## config.mk

```make
export PLATFORM = sky130hd
export DESIGN_NAME = stopwatch_input_ctrl
export DESIGN_NICKNAME = d
export VERILOG_FILES = /design/src/rtl/stopwatch_input_ctrl.sv
export SDC_FILE = /design/constraint.sdc
export NUM_CORES = 1
export LEC_CHECK = 0
export BUFFER_PORTS_ARGS = -buffer_cell sky130_fd_sc_hd__buf_2
export CAP_MARGIN = 20
export CORE_ASPECT_RATIO = 1.5
export CORE_MARGIN = 8
export CORE_UTILIZATION = 50
export DETAILED_ROUTE_END_ITERATION = 7
export GPL_TIMING_DRIVEN = 0
export PLACE_DENSITY_LB_ADDON = 0.2
export SLEW_MARGIN = 20
export SYNTH_ARGS = -nofsm -noshare
export SYNTH_HDL_FRONTEND = slang
export SYNTH_SLANG_ARGS = --single-unit
```

## constraint.sdc

```tcl
create_clock -name clk -period 2.2 [get_ports clk]
set_input_delay 0.44 -clock clk [delete_from_list [all_inputs] [get_ports clk]]
set_output_delay 0.44 -clock clk [all_outputs]
set_load 0.01 [all_outputs]
```

## src/rtl/stopwatch_input_ctrl.sv

```systemverilog
// Stopwatch input conditioning: synchronizes switches and buttons, debounces the buttons,
// decodes the adjust mode, tracks the pause toggle and stretches clear requests.
module stopwatch_input_ctrl #(
    parameter int unsigned DEBOUNCE_CYCLES = 1_000_000,
    parameter int unsigned CLR_HOLD_CYCLES = 150_000_000,
    parameter int unsigned CNT_W           = 28
) (
    input  logic clk,
    input  logic rst,
    input  logic btn_pause,
    input  logic btn_clear,
    input  logic sw_adj,
    input  logic sw_sel,
    output logic reg_mode,
    output logic adj_min_mode,
    output logic adj_sec_mode,
    output logic pause_mode,
    output logic clr_out
);

    localparam logic [0:0] S_IDLE = 1'b0;
    localparam logic [0:0] S_HOLD = 1'b1;

    localparam logic [CNT_W-1:0] DEB_LAST  = CNT_W'(DEBOUNCE_CYCLES - 1);
    localparam logic [CNT_W-1:0] HOLD_LAST = CNT_W'(CLR_HOLD_CYCLES - 1);
    localparam logic [CNT_W-1:0] CNT_ONE   = CNT_W'(1);

    // Bit order in the synchronizer: {sw_sel, sw_adj, btn_clear, btn_pause}
    logic [3:0]       sync1_q, sync1_d;
    logic [3:0]       sync2_q, sync2_d;
    logic [1:0]       stable_q, stable_d;
    logic [1:0]       stable_dly_q, stable_dly_d;
    logic [CNT_W-1:0] deb_cnt_q [2];
    logic [CNT_W-1:0] deb_cnt_d [2];
    logic [1:0]       press;

    logic             reg_mode_q, reg_mode_d;
    logic             adj_min_q, adj_min_d;
    logic             adj_sec_q, adj_sec_d;
    logic             pause_q, pause_d;
    logic [0:0]       state_q, state_d;
    logic [CNT_W-1:0] hold_cnt_q, hold_cnt_d;

    always_comb begin
        sync1_d      = {sw_sel, sw_adj, btn_clear, btn_pause};
        sync2_d      = sync1_q;
        stable_dly_d = stable_q;
        press        = stable_q & ~stable_dly_q;

        stable_d = stable_q;
        for (int unsigned i = 0; i < 2; i++) begin
            deb_cnt_d[i] = '0;
            if (sync2_q[i] != stable_q[i]) begin
                if (deb_cnt_q[i] == DEB_LAST) begin
                    stable_d[i] = sync2_q[i];
                end else begin
                    deb_cnt_d[i] = deb_cnt_q[i] + CNT_ONE;
                end
            end
        end

        reg_mode_d = ~sync2_q[2];
        adj_min_d  = sync2_q[2] & ~sync2_q[3];
        adj_sec_d  = sync2_q[2] & sync2_q[3];

        // A clear press always (re)starts the hold window, even mid-hold
        state_d    = state_q;
        hold_cnt_d = hold_cnt_q;
        if (press[1]) begin
            state_d    = S_HOLD;
            hold_cnt_d = '0;
        end else if (state_q == S_HOLD) begin
            if (hold_cnt_q == HOLD_LAST) begin
                state_d    = S_IDLE;
                hold_cnt_d = '0;
            end else begin
                hold_cnt_d = hold_cnt_q + CNT_ONE;
            end
        end

        pause_d = pause_q;
        if (press[1]) begin
            pause_d = 1'b0;
        end else if (press[0] && (state_q != S_HOLD)) begin
            pause_d = ~pause_q;
        end
    end

    always_ff @(posedge clk) begin
        if (rst) begin
            sync1_q      <= '0;
            sync2_q      <= '0;
            stable_q     <= '0;
            stable_dly_q <= '0;
            deb_cnt_q[0] <= '0;
            deb_cnt_q[1] <= '0;
            reg_mode_q   <= 1'b1;
            adj_min_q    <= 1'b0;
            adj_sec_q    <= 1'b0;
            pause_q      <= 1'b0;
            state_q      <= S_IDLE;
            hold_cnt_q   <= '0;
        end else begin
            sync1_q      <= sync1_d;
            sync2_q      <= sync2_d;
            stable_q     <= stable_d;
            stable_dly_q <= stable_dly_d;
            deb_cnt_q    <= deb_cnt_d;
            reg_mode_q   <= reg_mode_d;
            adj_min_q    <= adj_min_d;
            adj_sec_q    <= adj_sec_d;
            pause_q      <= pause_d;
            state_q      <= state_d;
            hold_cnt_q   <= hold_cnt_d;
        end
    end

    assign reg_mode     = reg_mode_q;
    assign adj_min_mode = adj_min_q;
    assign adj_sec_mode = adj_sec_q;
    assign pause_mode   = pause_q;
    assign clr_out      = (state_q == S_HOLD);

endmodule

```

Word level (Yosys, flattened, before mapping)
Cells that the tools add are included.
{"block": "classes", "n_eq_ne": 5, "n_mux": 4, "bitwise_logic": 10, "reduce_logical": 6, "addsub": 3}
{"cell": "$add 28x1->28 const B", "count": 3}
{"cell": "$eq 28x20->1 const B", "count": 2}
{"cell": "$eq 28x28->1 const B", "count": 1}
{"cell": "$mux 28", "count": 1}
{"cell": "$not 1->1", "count": 6}
{"cell": "$reduce_or 3->1", "count": 2}
{"cell": "$reduce_and 2->1", "count": 2}
{"cell": "$mux 1", "count": 3}
{"cell": "$and 1x1->1", "count": 2}
{"cell": "$and 2x2->2", "count": 1}
{"cell": "$ne 1x1->1", "count": 2}
{"cell": "$not 2->2", "count": 1}
{"cell": "$reduce_or 2->1", "count": 1}
{"cell": "$logic_and 1x1->1", "count": 1}
{"block": "word_totals", "out_inout_bits": 5, "elab_cells": 41, "reg_bits": 101}

Depth between registers and ports, before layout
{"block": "logic_depth", "ltp_word": 4, "mapped_depth": 8, "mapped_depth_nobuf": 6}

Worst setup path after synthesis
No wires, ideal clock.
{"block": "synth_path", "path_kind": "flip-flop to flip-flop", "from": "register hold_cnt_q[0]", "to": "register hold_cnt_q[24]", "required_ns": 2.083, "setup_slack_ns": 0.594, "path_buffers": 0, "path_stages_with_launch": 7, "arrival_time_ns": 1.489, "synth_period_minus_slack_ns": 1.606, "path_cell_list": "dfxtp_1 > ha_1 > nand4_2 > nor4_4 > nand3_1 > xor2_1 > nor2_1"}
{"block": "synth_between", "elab_chain_cells": 2, "word_cells_on_any_way": 3, "classes_between": "add/sub: 1; eq/ne: 1; mux: 1"}
{"element": "from (decl)", "line_no": "42", "rtl": "logic [CNT_W-1:0] hold_cnt_q, hold_cnt_d;"}
{"element": "from (signal assigned)", "line_no": "114", "rtl": "hold_cnt_q <= hold_cnt_d;"}
{"element": "$add 28x1->28 or $eq 28x28->1 (tied branches)", "line_no": "77, 73"}
{"element": "$mux 28 (*)", "line_no": "73", "rtl": "if (hold_cnt_q == HOLD_LAST) begin"}
Mark *: on every way between the ends. The rest lies on a longest branch, timed or not.
A chain may end at the register's enable or synchronous reset.

Final worst setup path
Same ends and word-level chain as after synthesis.

==> results_dict.tcl <==
set metrics [dict create \
    ys_types 45 \
    slowest_delay_ns 0.57 \
    final_nets 517 \
    ys_seq_area_frac 0.453 \
    maxSlewHeadroom 0.643 \
    synthCells 487 \
    drive_gt1_frac 0.111 \
    fin_worst_skew_ns 0.00776 \
    fp-row-count 42 \
    period_needed_ns 1.92 \
    initial_utilization 0.508 \
    worst_slew_pin_slew_ns 0.531 \
    powerDensity_mw_per_mm2 691 \
    track_usage 0.146 \
    slowest_stage "nor4_4" \
    antenna_found_initial 0 \
    rsz0062_at_grt "false" \
    synth_seq_cells 101 \
    drt_pass1_iterations 4 \
    hold_viol_final 0 \
    grt_max_degree 19 \
    cts_made_buffers 9 \
    cp-end-kind "flip-flop" \
    cts.sinks 101 \
    synth_edf_count 0 \
    finalCritPeriodShare 0.872 \
    layout.cells.non_filler 623 \
    yosysWarnings 0 \
    wl_per_cell_um 13.5 \
    die_x_um 93.1 \
    cts_setup_buffers 0 \
    num_vias 3357 \
    mostFrequentLayoutCells "dfxtp_1 (101), nor2_1 (91), xor2_1 (65)" \
    dp.cells 607 \
    clock_path_buffers 2 \
    core_area_mm2 0.00878 \
    grt-ovfl-total 0 \
    cp.required_ns 2.44 \
    first_iter_violations 104 \
    hold_class "in2reg" \
    post_cts_resized 0 \
    cts_hold_buf 0 \
    max-vdd-ir-drop_uv 434 \
    synth_flop_cell "dfxtp_1" \
    syn_to_final_growth_pct 10.7 \
    num_io_pins 11 \
    portBuffers 10 \
    syn_area_per_cell_um2 9.16 \
    timing.fmax_ghz 0.522 \
    die_h_um 132 \
    drcViolationCount 0 \
    clk_latency_ns 0.35 \
    path_clk_slew_ns 0.07 \
    drtAntennaViolNets 0 \
    placed_cell_area_mm2 0.00465 \
    syn-num-nets 496 \
    rrSetupSlack_ns 0.28 \
    cp-start-kind "flip-flop" \
    fin_area_mm2 0.00494 \
    setup_viol 0 \
    netlist_area_mm2 0.00446 \
    status "finished clean" \
    cap_violations 0 \
    diodes 0 \
    cts_tree "built" \
    setup_tns_ns 0 \
    place_hpwl_mm 6.04 \
    critical_path.top_delay_family "simple AND/OR/NAND/NOR gates" \
    cp_max_fo 7 \
    synthArstFlopShare 0 \
    ctsRootBufferMaster "clkbuf_16" \
    critPathArrivalTime_ns 2.15 \
    grt_pass1_wl_mm 14.6 \
    grt_pass1_vias 3346 \
    cp_num_buf_inv 0 \
    final_common_cell "dfxtp_1" \
    slew_viol_final 0 \
    die-area_mm2 0.0123 \
    viasPerCell 5.39 \
    leakagePower_nw 1.81 \
    wl_mm 8.40 \
    place.gp.congestion 0.769 \
    cts_max_level 3 \
    crit_chain "ha_1, nand4_2, nor4_4, nand3_1, xor2_1, nor2_1" \
    path_class "reg2reg" \
]
-- cells by family after synthesis --
logic type,synth area share
AND/OR/NAND/NOR,0.331
AO/OA/AOI/OAI,0.0135
buffers and inverters,0.0337
multiplexers,0.00701
adder cells (fa/ha/maj),0.00842
XOR/XNOR,0.153
flip-flops,0.453
-- synthesized netlist by cell type (all sizes together), types with 5 or more instances --
library cell    n  area (um2)
dfxtp         101        2020
nor2           94         360
xor2           65         569
nand3          41         210
nand2          28         108
nand4          27         203
and3           15        95.1
nor4           15         160
and4           14         125
buf            13         100
xnor2          13         114
nor2b          11        68.8
clkbuf          7        27.5
inv             6        22.5
a21oi           5        25.0
nand2b          5        31.3
-- path summary, 6_finish.rpt --
kind            startpoint             end  cells past startpoint
max          hold_cnt_q[0]  hold_cnt_q[24]                      6
min                 sw_sel      sync1_q[3]                      2
max reg2reg  hold_cnt_q[0]  hold_cnt_q[24]                      6
min reg2reg     sync2_q[3]    adj_min_mode                      1
-- final cells by class --
class / count / area [um2]
Buffer: 20 / 128
Clock buffer: 10 / 239
Clock inverter: 6 / 51.3
Fill cell: 805 / 3840
Inverter: 6 / 22.5
Multi-Input combinational cell: 360 / 2290
Sequential cell: 101 / 2020
Tap cell: 110 / 138
Timing Repair Buffer: 10 / 50.0
-- flip-flops by register name (all words and copies together), names as in the netlist, 2 cells and up --
signal and cells:
stable_dly_d 2, sync2_q 4, hold_cnt_q 28, sync1_q 4
stable_dly_q 2, deb_cnt_q 56
-- layer usage --
metal	global-route usage	routed length, um	up-vias
met2	0.265	4570	30
met3	0.0314	176	20
met4	0.0864	217	0
li1	-	-	1703
met1	0.145	3430	1604
met5	0	0	-
-- power by group --
part           switching, mW  internal (mW)  total, mW
clock                  0.712          0.816       1.53
combinational         0.0286         0.0185     0.0471
sequential           0.00348           1.84       1.84
total                  0.744           2.67       3.41
-- metrics by stage --
stage	power, mW	util	hold WS [ns]	setup slack [ns]
after floorplan	1.91	-	0.393	0.594
after global placement	1.93	0.530	0.397	0.304
after global routing	3.54	0.563	0.312	0.142
final	3.41	0.563	0.308	0.283
after detailed placement	1.93	0.530	0.412	0.275
after CTS	3.46	0.563	0.296	0.267
-- worst reg2reg max path: stages, from the launching register on --
cell	delay [ns]
dfxtp_1	0.38
ha_1	0.23
nand4_2	0.23
nor4_4	0.57
nand3_1	0.18
xor2_1	0.18
nor2_1	0.05
Power figures use the tool's default switching activity.
